`config.mk`:
```
export PLATFORM = sky130hd
export DESIGN_NAME = ucode_mem_arb
export DESIGN_NICKNAME = d
export VERILOG_FILES = /design/src/rtl/ucode_mem_arb_pkg.sv /design/src/rtl/ucode_ram.sv /design/src/rtl/ucode_mem_arb.sv
export SDC_FILE = /design/constraint.sdc
export NUM_CORES = 2
export LEC_CHECK = 0
export CAP_MARGIN = 20
export CORE_MARGIN = 8
export CORE_UTILIZATION = 35
export DETAILED_ROUTE_END_ITERATION = 7
export PLACE_DENSITY = 0.58
export SLEW_MARGIN = 20
export SYNTH_ARGS = -nofsm -noshare
export SYNTH_HDL_FRONTEND = slang
export SYNTH_SLANG_ARGS = --single-unit
```
`constraint.sdc`:
```
create_clock -name i_clk -period 7.7 [get_ports i_clk]
set_input_delay 1.925 -clock i_clk [delete_from_list [all_inputs] [get_ports i_clk]]
set_output_delay 1.925 -clock i_clk [all_outputs]
set_load 0.02 [all_outputs]
```
`src/rtl/ucode_mem_arb_pkg.sv`:
```
`default_nettype none
// ============================================================================
// Module  : ucode_mem_arb_pkg
// Brief   : Shared defaults and port-select encoding for the uCode RAM arbiter
// Revision: 1.0 - initial release
// ============================================================================
package ucode_mem_arb_pkg;

  // Default geometry of the uCode program RAM
  localparam int c_DEF_DATA_SZ  = 16;
  localparam int c_DEF_ADDR_SZ  = 8;
  // Default bound on consecutive locked host grants while the CPU waits
  localparam int c_DEF_LOCK_MAX = 8;

  // Identifies a requester; also the encoding of the last-granted state
  typedef enum logic {
    PORT_C = 1'b0,
    PORT_H = 1'b1
  } port_e;

endpackage : ucode_mem_arb_pkg
`default_nettype wire

```
`src/rtl/ucode_ram.sv`:
```
`default_nettype none
// ============================================================================
// Module  : ucode_ram
// Brief   : Single-port inferred block RAM, one write or one registered read
//           per clock. Contents are not reset.
// Revision: 1.0 - initial release
// ============================================================================
module ucode_ram #(
  parameter int DATA_SZ = 16,
  parameter int ADDR_SZ = 8
) (
  input  logic               i_clk,
  input  logic               i_we,
  input  logic               i_re,
  input  logic [ADDR_SZ-1:0] i_addr,
  input  logic [DATA_SZ-1:0] i_wdata,
  output logic [DATA_SZ-1:0] o_rdata
);

  localparam int c_DEPTH = 1 << ADDR_SZ;

  logic [DATA_SZ-1:0] r_mem [c_DEPTH];
  logic [DATA_SZ-1:0] r_rdata;

  // Storage write and registered read; the read register only moves on a read
  always_ff @(posedge i_clk) begin
    if (i_we) begin
      r_mem[i_addr] <= i_wdata;
    end
    if (i_re) begin
      r_rdata <= r_mem[i_addr];
    end
  end

  assign o_rdata = r_rdata;

endmodule : ucode_ram
`default_nettype wire

```
`src/rtl/ucode_mem_arb.sv`:
```
`default_nettype none
// ============================================================================
// Module  : ucode_mem_arb
// Brief   : Round-robin arbiter sharing the uCode RAM between the CPU (C) and
//           the host loader (H), with a bounded host lock for burst loading.
// Revision: 1.0 - initial release
// ============================================================================
module ucode_mem_arb
  import ucode_mem_arb_pkg::*;
#(
  parameter int DATA_SZ  = c_DEF_DATA_SZ,
  parameter int ADDR_SZ  = c_DEF_ADDR_SZ,
  parameter int LOCK_MAX = c_DEF_LOCK_MAX
) (
  input  logic               i_clk,
  input  logic               i_rst,
  input  logic               i_c_req,
  input  logic               i_c_wr,
  input  logic [ADDR_SZ-1:0] i_c_addr,
  input  logic [DATA_SZ-1:0] i_c_wdata,
  output logic               o_c_gnt,
  output logic [DATA_SZ-1:0] o_c_rdata,
  output logic               o_c_rvalid,
  input  logic               i_h_req,
  input  logic               i_h_lock,
  input  logic               i_h_wr,
  input  logic [ADDR_SZ-1:0] i_h_addr,
  input  logic [DATA_SZ-1:0] i_h_wdata,
  output logic               o_h_gnt,
  output logic [DATA_SZ-1:0] o_h_rdata,
  output logic               o_h_rvalid
);

  localparam int                c_LOCK_W     = $clog2(LOCK_MAX + 1);
  localparam logic [c_LOCK_W-1:0] c_LOCK_LIMIT = c_LOCK_W'(LOCK_MAX);

  port_e               r_last_gnt;
  port_e               w_last_gnt_nxt;
  logic [c_LOCK_W-1:0] r_lock_cnt;
  logic [c_LOCK_W-1:0] w_lock_cnt_nxt;
  logic                w_c_gnt;
  logic                w_h_gnt;

  logic                w_ram_we;
  logic                w_ram_re;
  logic [ADDR_SZ-1:0]  w_ram_addr;
  logic [DATA_SZ-1:0]  w_ram_wdata;
  logic [DATA_SZ-1:0]  w_ram_rdata;

  logic                r_c_rvalid;
  logic                r_h_rvalid;
  logic [DATA_SZ-1:0]  r_c_hold;
  logic [DATA_SZ-1:0]  r_h_hold;

  // Arbiter state: who was granted last, and the locked-grant counter
  always_ff @(posedge i_clk) begin
    if (i_rst) begin
      r_last_gnt <= PORT_H;
      r_lock_cnt <= '0;
    end else begin
      r_last_gnt <= w_last_gnt_nxt;
      r_lock_cnt <= w_lock_cnt_nxt;
    end
  end

  // Grant decision plus next arbiter state; grants are suppressed during reset
  always_comb begin
    w_c_gnt        = 1'b0;
    w_h_gnt        = 1'b0;
    w_last_gnt_nxt = r_last_gnt;
    w_lock_cnt_nxt = r_lock_cnt;
    if (!i_rst) begin
      if (i_c_req && !i_h_req) begin
        w_c_gnt = 1'b1;
      end else if (i_h_req && !i_c_req) begin
        w_h_gnt = 1'b1;
      end else if (i_c_req && i_h_req) begin
        // Starvation bound overrides the lock; otherwise lock extends H's turn
        if (r_lock_cnt == c_LOCK_LIMIT) begin
          w_c_gnt = 1'b1;
        end else if (i_h_lock && (r_last_gnt == PORT_H)) begin
          w_h_gnt = 1'b1;
        end else if (r_last_gnt == PORT_H) begin
          w_c_gnt = 1'b1;
        end else begin
          w_h_gnt = 1'b1;
        end
      end

      if (w_c_gnt) begin
        w_last_gnt_nxt = PORT_C;
      end else if (w_h_gnt) begin
        w_last_gnt_nxt = PORT_H;
      end

      // Lock counter only measures how long C has been held off by a lock
      if (w_c_gnt || !i_h_lock) begin
        w_lock_cnt_nxt = '0;
      end else if (w_h_gnt && i_c_req && (r_lock_cnt != c_LOCK_LIMIT)) begin
        w_lock_cnt_nxt = r_lock_cnt + 1'b1;
      end
    end
  end

  assign o_c_gnt = w_c_gnt;
  assign o_h_gnt = w_h_gnt;

  // The single granted access is steered onto the RAM port
  assign w_ram_we    = (w_c_gnt && i_c_wr) || (w_h_gnt && i_h_wr);
  assign w_ram_re    = (w_c_gnt && !i_c_wr) || (w_h_gnt && !i_h_wr);
  assign w_ram_addr  = w_h_gnt ? i_h_addr : i_c_addr;
  assign w_ram_wdata = w_h_gnt ? i_h_wdata : i_c_wdata;

  ucode_ram #(
    .DATA_SZ (DATA_SZ),
    .ADDR_SZ (ADDR_SZ)
  ) u_ram (
    .i_clk   (i_clk),
    .i_we    (w_ram_we),
    .i_re    (w_ram_re),
    .i_addr  (w_ram_addr),
    .i_wdata (w_ram_wdata),
    .o_rdata (w_ram_rdata)
  );

  // Read-valid pipeline: tags the RAM output with the port that issued the read
  always_ff @(posedge i_clk) begin
    if (i_rst) begin
      r_c_rvalid <= 1'b0;
      r_h_rvalid <= 1'b0;
    end else begin
      r_c_rvalid <= w_c_gnt && !i_c_wr;
      r_h_rvalid <= w_h_gnt && !i_h_wr;
    end
  end

  // Per-port capture so each port keeps its last result when the other reads
  always_ff @(posedge i_clk) begin
    if (r_c_rvalid) begin
      r_c_hold <= w_ram_rdata;
    end
    if (r_h_rvalid) begin
      r_h_hold <= w_ram_rdata;
    end
  end

  assign o_c_rvalid = r_c_rvalid;
  assign o_h_rvalid = r_h_rvalid;
  assign o_c_rdata  = r_c_rvalid ? w_ram_rdata : r_c_hold;
  assign o_h_rdata  = r_h_rvalid ? w_ram_rdata : r_h_hold;

endmodule : ucode_mem_arb
`default_nettype wire
```
Yosys cells after proc, flatten, opt, wreduce, memory -nomap -nowiden
Memories as Yosys holds them, arrays and structs flattened. A register that Yosys moved wholly into a read port is not among the register bits.
Index checks and enable logic that the tools add are counted.
{"block": "classes", "addsub": 1, "mux": 24, "n_reduce_logical": 20, "n_eq_ne": 2}
{"cell": "$mux 16", "n": 3}
{"cell": "$mux 1", "n": 20}
{"cell": "$logic_and 1x1->1", "n": 10}
{"cell": "$mux 8", "n": 1}
{"cell": "$logic_not 1->1", "n": 5}
{"cell": "$add 4x1->4 const B", "n": 1}
{"cell": "$eq 4x4->1 const B", "n": 1}
{"cell": "$ne 4x4->1 const B", "n": 1}
{"cell": "$logic_or 1x1->1", "n": 3}
{"cell": "$reduce_bool 2->1", "n": 1}
{"cell": "$reduce_or 2->1", "n": 1}
{"block": "totals", "input_bits": 55, "memories": 1, "regBits": 39, "word_cells": 54, "ramBits": 4096, "output_inout_bits": 36}
{"name": "u_ram.r_mem", "depth": 256, "width": 16, "rd": 1, "rd_ports_with_merged_regs": 1, "wr": 1, "line_no": "ucode_ram.sv:22", "rtl": "logic [DATA_SZ-1:0] r_mem [c_DEPTH];"}

Depth between registers and ports, before layout
{"block": "depth", "depth_word": 12, "mapped_depth": 17, "ltp_nobuf": 12}

Cells and area by module
A second synthesis with hierarchy kept.
{"block": "unflattened", "cells_unflattened": 6875, "hier_area_um2": 157396.0}
{"mod": "ucode_ram", "seq_area_each_um2": 123478.4, "n_inst": 1, "cells_per_inst": 6727, "area_per_inst_um2": 155559.2}
{"mod": "ucode_mem_arb", "seq_area_each_um2": 780.7, "n_inst": 1, "cells_per_inst": 148, "area_per_inst_um2": 1836.8}

Worst setup path before layout
OpenSTA, ideal clock, no wires.
{"block": "synth_path", "path_type": "in2reg", "from": "input i_c_req", "to": "memory u_ram.r_mem[0][10] (data pin)", "setup_slack_ns": 0.490, "stages": 10, "arrival_time_ns": 6.389, "setup_ns": 0.821, "n_path_buf": 6, "required_ns": 6.879, "cell_sequence": "buf_6 > nand4b_2 > nand3_2 > buf_6 > buf_6 > buf_6 > clkbuf_1 > clkbuf_1 > nand2_1 > nand2_1"}
{"block": "synth_via", "elab_chain_cells": 7, "elab_cells_between_ends": 10, "cone_classes": "mux (6); reduce/logical (4)"}
{"item": "start: declaration", "line_no": "ucode_mem_arb.sv:17", "rtl": "input logic i_c_req,"}
{"item": "$logic_and 1x1->1 / $logic_not 1->1 (equally long branches)", "line_no": "ucode_mem_arb.sv:77, ucode_mem_arb.sv:75"}
{"item": "$mux 1 / $logic_and 1x1->1 (equally long branches)", "line_no": "ucode_mem_arb.sv:77, ucode_mem_arb.sv:75"}
{"item": "$mux 1", "line_no": "ucode_mem_arb.sv:75", "rtl": "end else if (i_h_req && !i_c_req) begin"}
{"item": "$mux 1 (*)", "line_no": "ucode_mem_arb.sv:73", "rtl": "if (i_c_req && !i_h_req) begin"}
{"item": "$mux 1 (*) (2 in a row)", "line_no": "ucode_mem_arb.sv:72", "rtl": "if (!i_rst) begin"}
{"item": "$mux 16 (*)", "line_no": "ucode_mem_arb.sv:112", "rtl": "assign w_ram_wdata = w_h_gnt ? i_h_wdata : i_c_wdata;"}
{"item": "via u_ram.i_wdata[10]", "line_no": "ucode_ram.sv:16", "rtl": "input logic [DATA_SZ-1:0] i_wdata,"}
{"item": "end: declaration", "line_no": "ucode_ram.sv:22"}
Mark *: on every way through the listed nets, which the timed path passes. The rest lies on a longest branch. The select of a mux whose other input is x is not followed.

Worst setup path in the final report
{"block": "layout_path", "from": "input i_c_req", "to": "output o_h_gnt"}
{"block": "layout_via", "elab_chain_cells": 6, "elab_cells_between_ends": 9, "cone_classes": "mux (5); reduce/logical (4)"}
{"item": "$logic_and 1x1->1 / $logic_not 1->1 (equally long branches)", "line_no": "ucode_mem_arb.sv:77, ucode_mem_arb.sv:75"}
{"item": "$mux 1 / $logic_and 1x1->1 (equally long branches)", "line_no": "ucode_mem_arb.sv:77, ucode_mem_arb.sv:75"}
{"item": "$mux 1", "line_no": "ucode_mem_arb.sv:75"}
{"item": "$mux 1 (*)", "line_no": "ucode_mem_arb.sv:73"}
{"item": "$mux 1 (*) (2 in a row)", "line_no": "ucode_mem_arb.sv:72"}
{"item": "end: declaration", "line_no": "ucode_mem_arb.sv:29", "rtl": "output logic o_h_gnt,"}
Mark *: on every way between the ends. The rest lies on a longest branch, timed or not. The select of a mux whose other input is x is not followed.

==> reports/metrics.cfg <==
[finish]
final_common_cell=edfxtp_1
area_delta_synth_final_pct=15.69
fin_nets=10720
final_cell_mix=edfxtp_1, nand2_1, mux2i_1
final_layout_size_suffix_gt1_share_pct=13.18

[synthesis]
synthFlopType=edfxtp_1
yosys_warnings=0
synth_top_area_share_pct=76.87
synth_edf_count=4112
synth_top_cell_by_area=edfxtp_1
ys_ff_latch=4151
synthCells=10150
synth_area_mm2=0.1606
ys_top_cells_by_area=edfxtp_1, mux2i_1, nand2_1
async_reset_ff_share_pct=0
yosysSeqAreaShare_pct=77.36
syn-mean-instance-area_um2=15.82
ys_types=64
syn-num-nets=10210

[critical_path]
path_buf_inv=4
critical-path-top-delay-family=buffers and inverters
required_ps=5780
critPathSlowestCell=clkdlybuf4s50_1
cpMostUsedCell=clkdlybuf4s50_1
r2r_start=r_lock_cnt[0]$_SDFFE_PP0P_
cp-end-kind=primary output
cp_max_fo=19
critical_path.max_stage_delay_ps=640
path_class=input pin to primary output
worst_setup_path_start_kind=input pin
crit_chain=clkdlybuf4s50_1 -> nand4b_2 -> nand3_2 -> inv_1 -> buf_4 -> clkdlybuf4s50_1
critical_path_arrival_ps=4560
crit_start=i_c_req

[clock_network]
cts_setup_buffers=0
cts_made_buffers=420
clock_latency_ps=980
clkTransAtPathRegs_ps=50
cts.sinks=4151
clockBufferDepth=4
cts_root_buf=clkbuf_16
h-tree-depth=5
cts-hold-fix-buffers=0
cts.repair.resized=0
cts_tree=yes

[grt]
grt_overflow_total=0
grt_pass1_wl_mm=679.3
track_usage_pct=19.22
grt_max_degree=155
antenna_found_initial=36
grt_pass1_vias=90550

[pwr]
vdd_ir_drop_max_mv=0.2041
power_density_mw_per_mm2=263.0
power.leakage_nw=61.83
p_total_mw=48.87

[timing]
final_max_slew_viol_count=0
fin_ws_ps=1219
fmax_mhz=154.3
max-slew-margin-rel_pct=14.92
finalClockSkew_ps=68.85
rsz0062_at_grt=false
fin_crit_sh_pct=84.16
tns_ps=0
period_needed_ps=6481
worst_pin_slew_ps=1276
setup_viol=0
hold_viol_final=0

[route]
vias=95490
via_per_inst=5.563
drt.antenna.violating_nets=0
wire_per_inst_um=28.19
first_pass_iters=7
drtIter0Drc=12950
wl_mm=483.8
drc=0

[floorplan]
io_pins=91
die_w_um=693.5
fp.dieArea_mm2=0.4809
start_util_pct=35.03
die_h_um=693.5
row_count=249
core_mm2=0.4586

[min_path]
holdCritPathClass=flop to flop
hold_start=r_h_hold[4]$_DFF_P_

[run]
cap_viol_max_count=0

[placement]
place_hpwl_mm=297.6
pre_cts_slack_ps=387.9
port_buffers=90
place_congestion=0.9093

[status]
status=finished, final reports clean

[path summary, 6_finish.rpt]
path,endpoint,slack [ps],cells after the start
setup / recovery,o_h_gnt,1220,6
hold / removal,r_h_hold[4]$_DFF_P_,470,1
setup reg to reg,u_ram.o_rdata[8]$_DFFE_PP_,2150,14
hold reg to reg,r_h_hold[4]$_DFF_P_,470,1
[where the power goes]
part	switching [mW]	total (mW)	internal [mW]
Clock	8.54	20.1	11.5
Sequential	0.0436	25.2	25.1
Combinational	2.60	3.60	1.00
[cells by family after synthesis]
group / synth area share [%]
buffers and inverters: 1.975
and+or+nand+nor: 7.921
AOI/OAI and AO/OA: 5.603
adders and majority gates: 0.01558
DFF: 77.36
muxes: 7.129
[routing by layer]
layer	vias up	wire [um]	GRT usage, %
li1	40500	-	-
met1	49170	201400	27.27
met2	4993	216100	29.50
met3	813	48270	3.972
met4	12	17920	6.477
met5	-	79	0
[cells in the mapped netlist, types with 86 or more instances]
cell type / instances
edfxtp_1: 4112
nand2_1: 1825
mux2i_1: 892
o22ai_1: 434
nand3_1: 430
nor2_1: 331
a21oi_1: 284
buf_2: 278
clkbuf_1: 273
a32oi_1: 216
a31oi_1: 170
nor4_1: 133
mux4_2: 94
nand4_1: 93
and3_1: 86
[layout make-up]
type	instances	area [um2]
inverter	11	41.29
tap	6149	7694
clock inverter	256	2352
antenna	12	30.03
multi-input combinational	5342	33700
fill	41340	272800
clock buffer	510	11130
sequential	4151	124300
timing repair buffer	732	6625
[stage by stage]
stage / std cells / hold WS, ps / instance area [um2] / utilization [%]
3_3_place_gp: 16380 / 457.0 / 172200 / 37.56
4_1_cts: 17150 / 477.9 / 185800 / 40.51
3_5_place_dp: 16390 / 463.3 / 172300 / 37.57
6_report: 17160 / 474.3 / 185800 / 40.52
2_1_floorplan: 10150 / 457.3 / 160600 / -
5_1_grt: 17150 / 485.4 / 185800 / 40.52
[state kept, by name, summed over array words and instances (netlist names)]
name / count
o_c_rvalid: 1
r_lock_cnt: 4
u_ram.r_mem: 4096
u_ram.o_rdata: 16
r_c_hold: 16
o_h_rvalid: 1
r_h_hold: 16
r_last_gnt: 1
No activity file was read; power rests on OpenSTA's default activity.
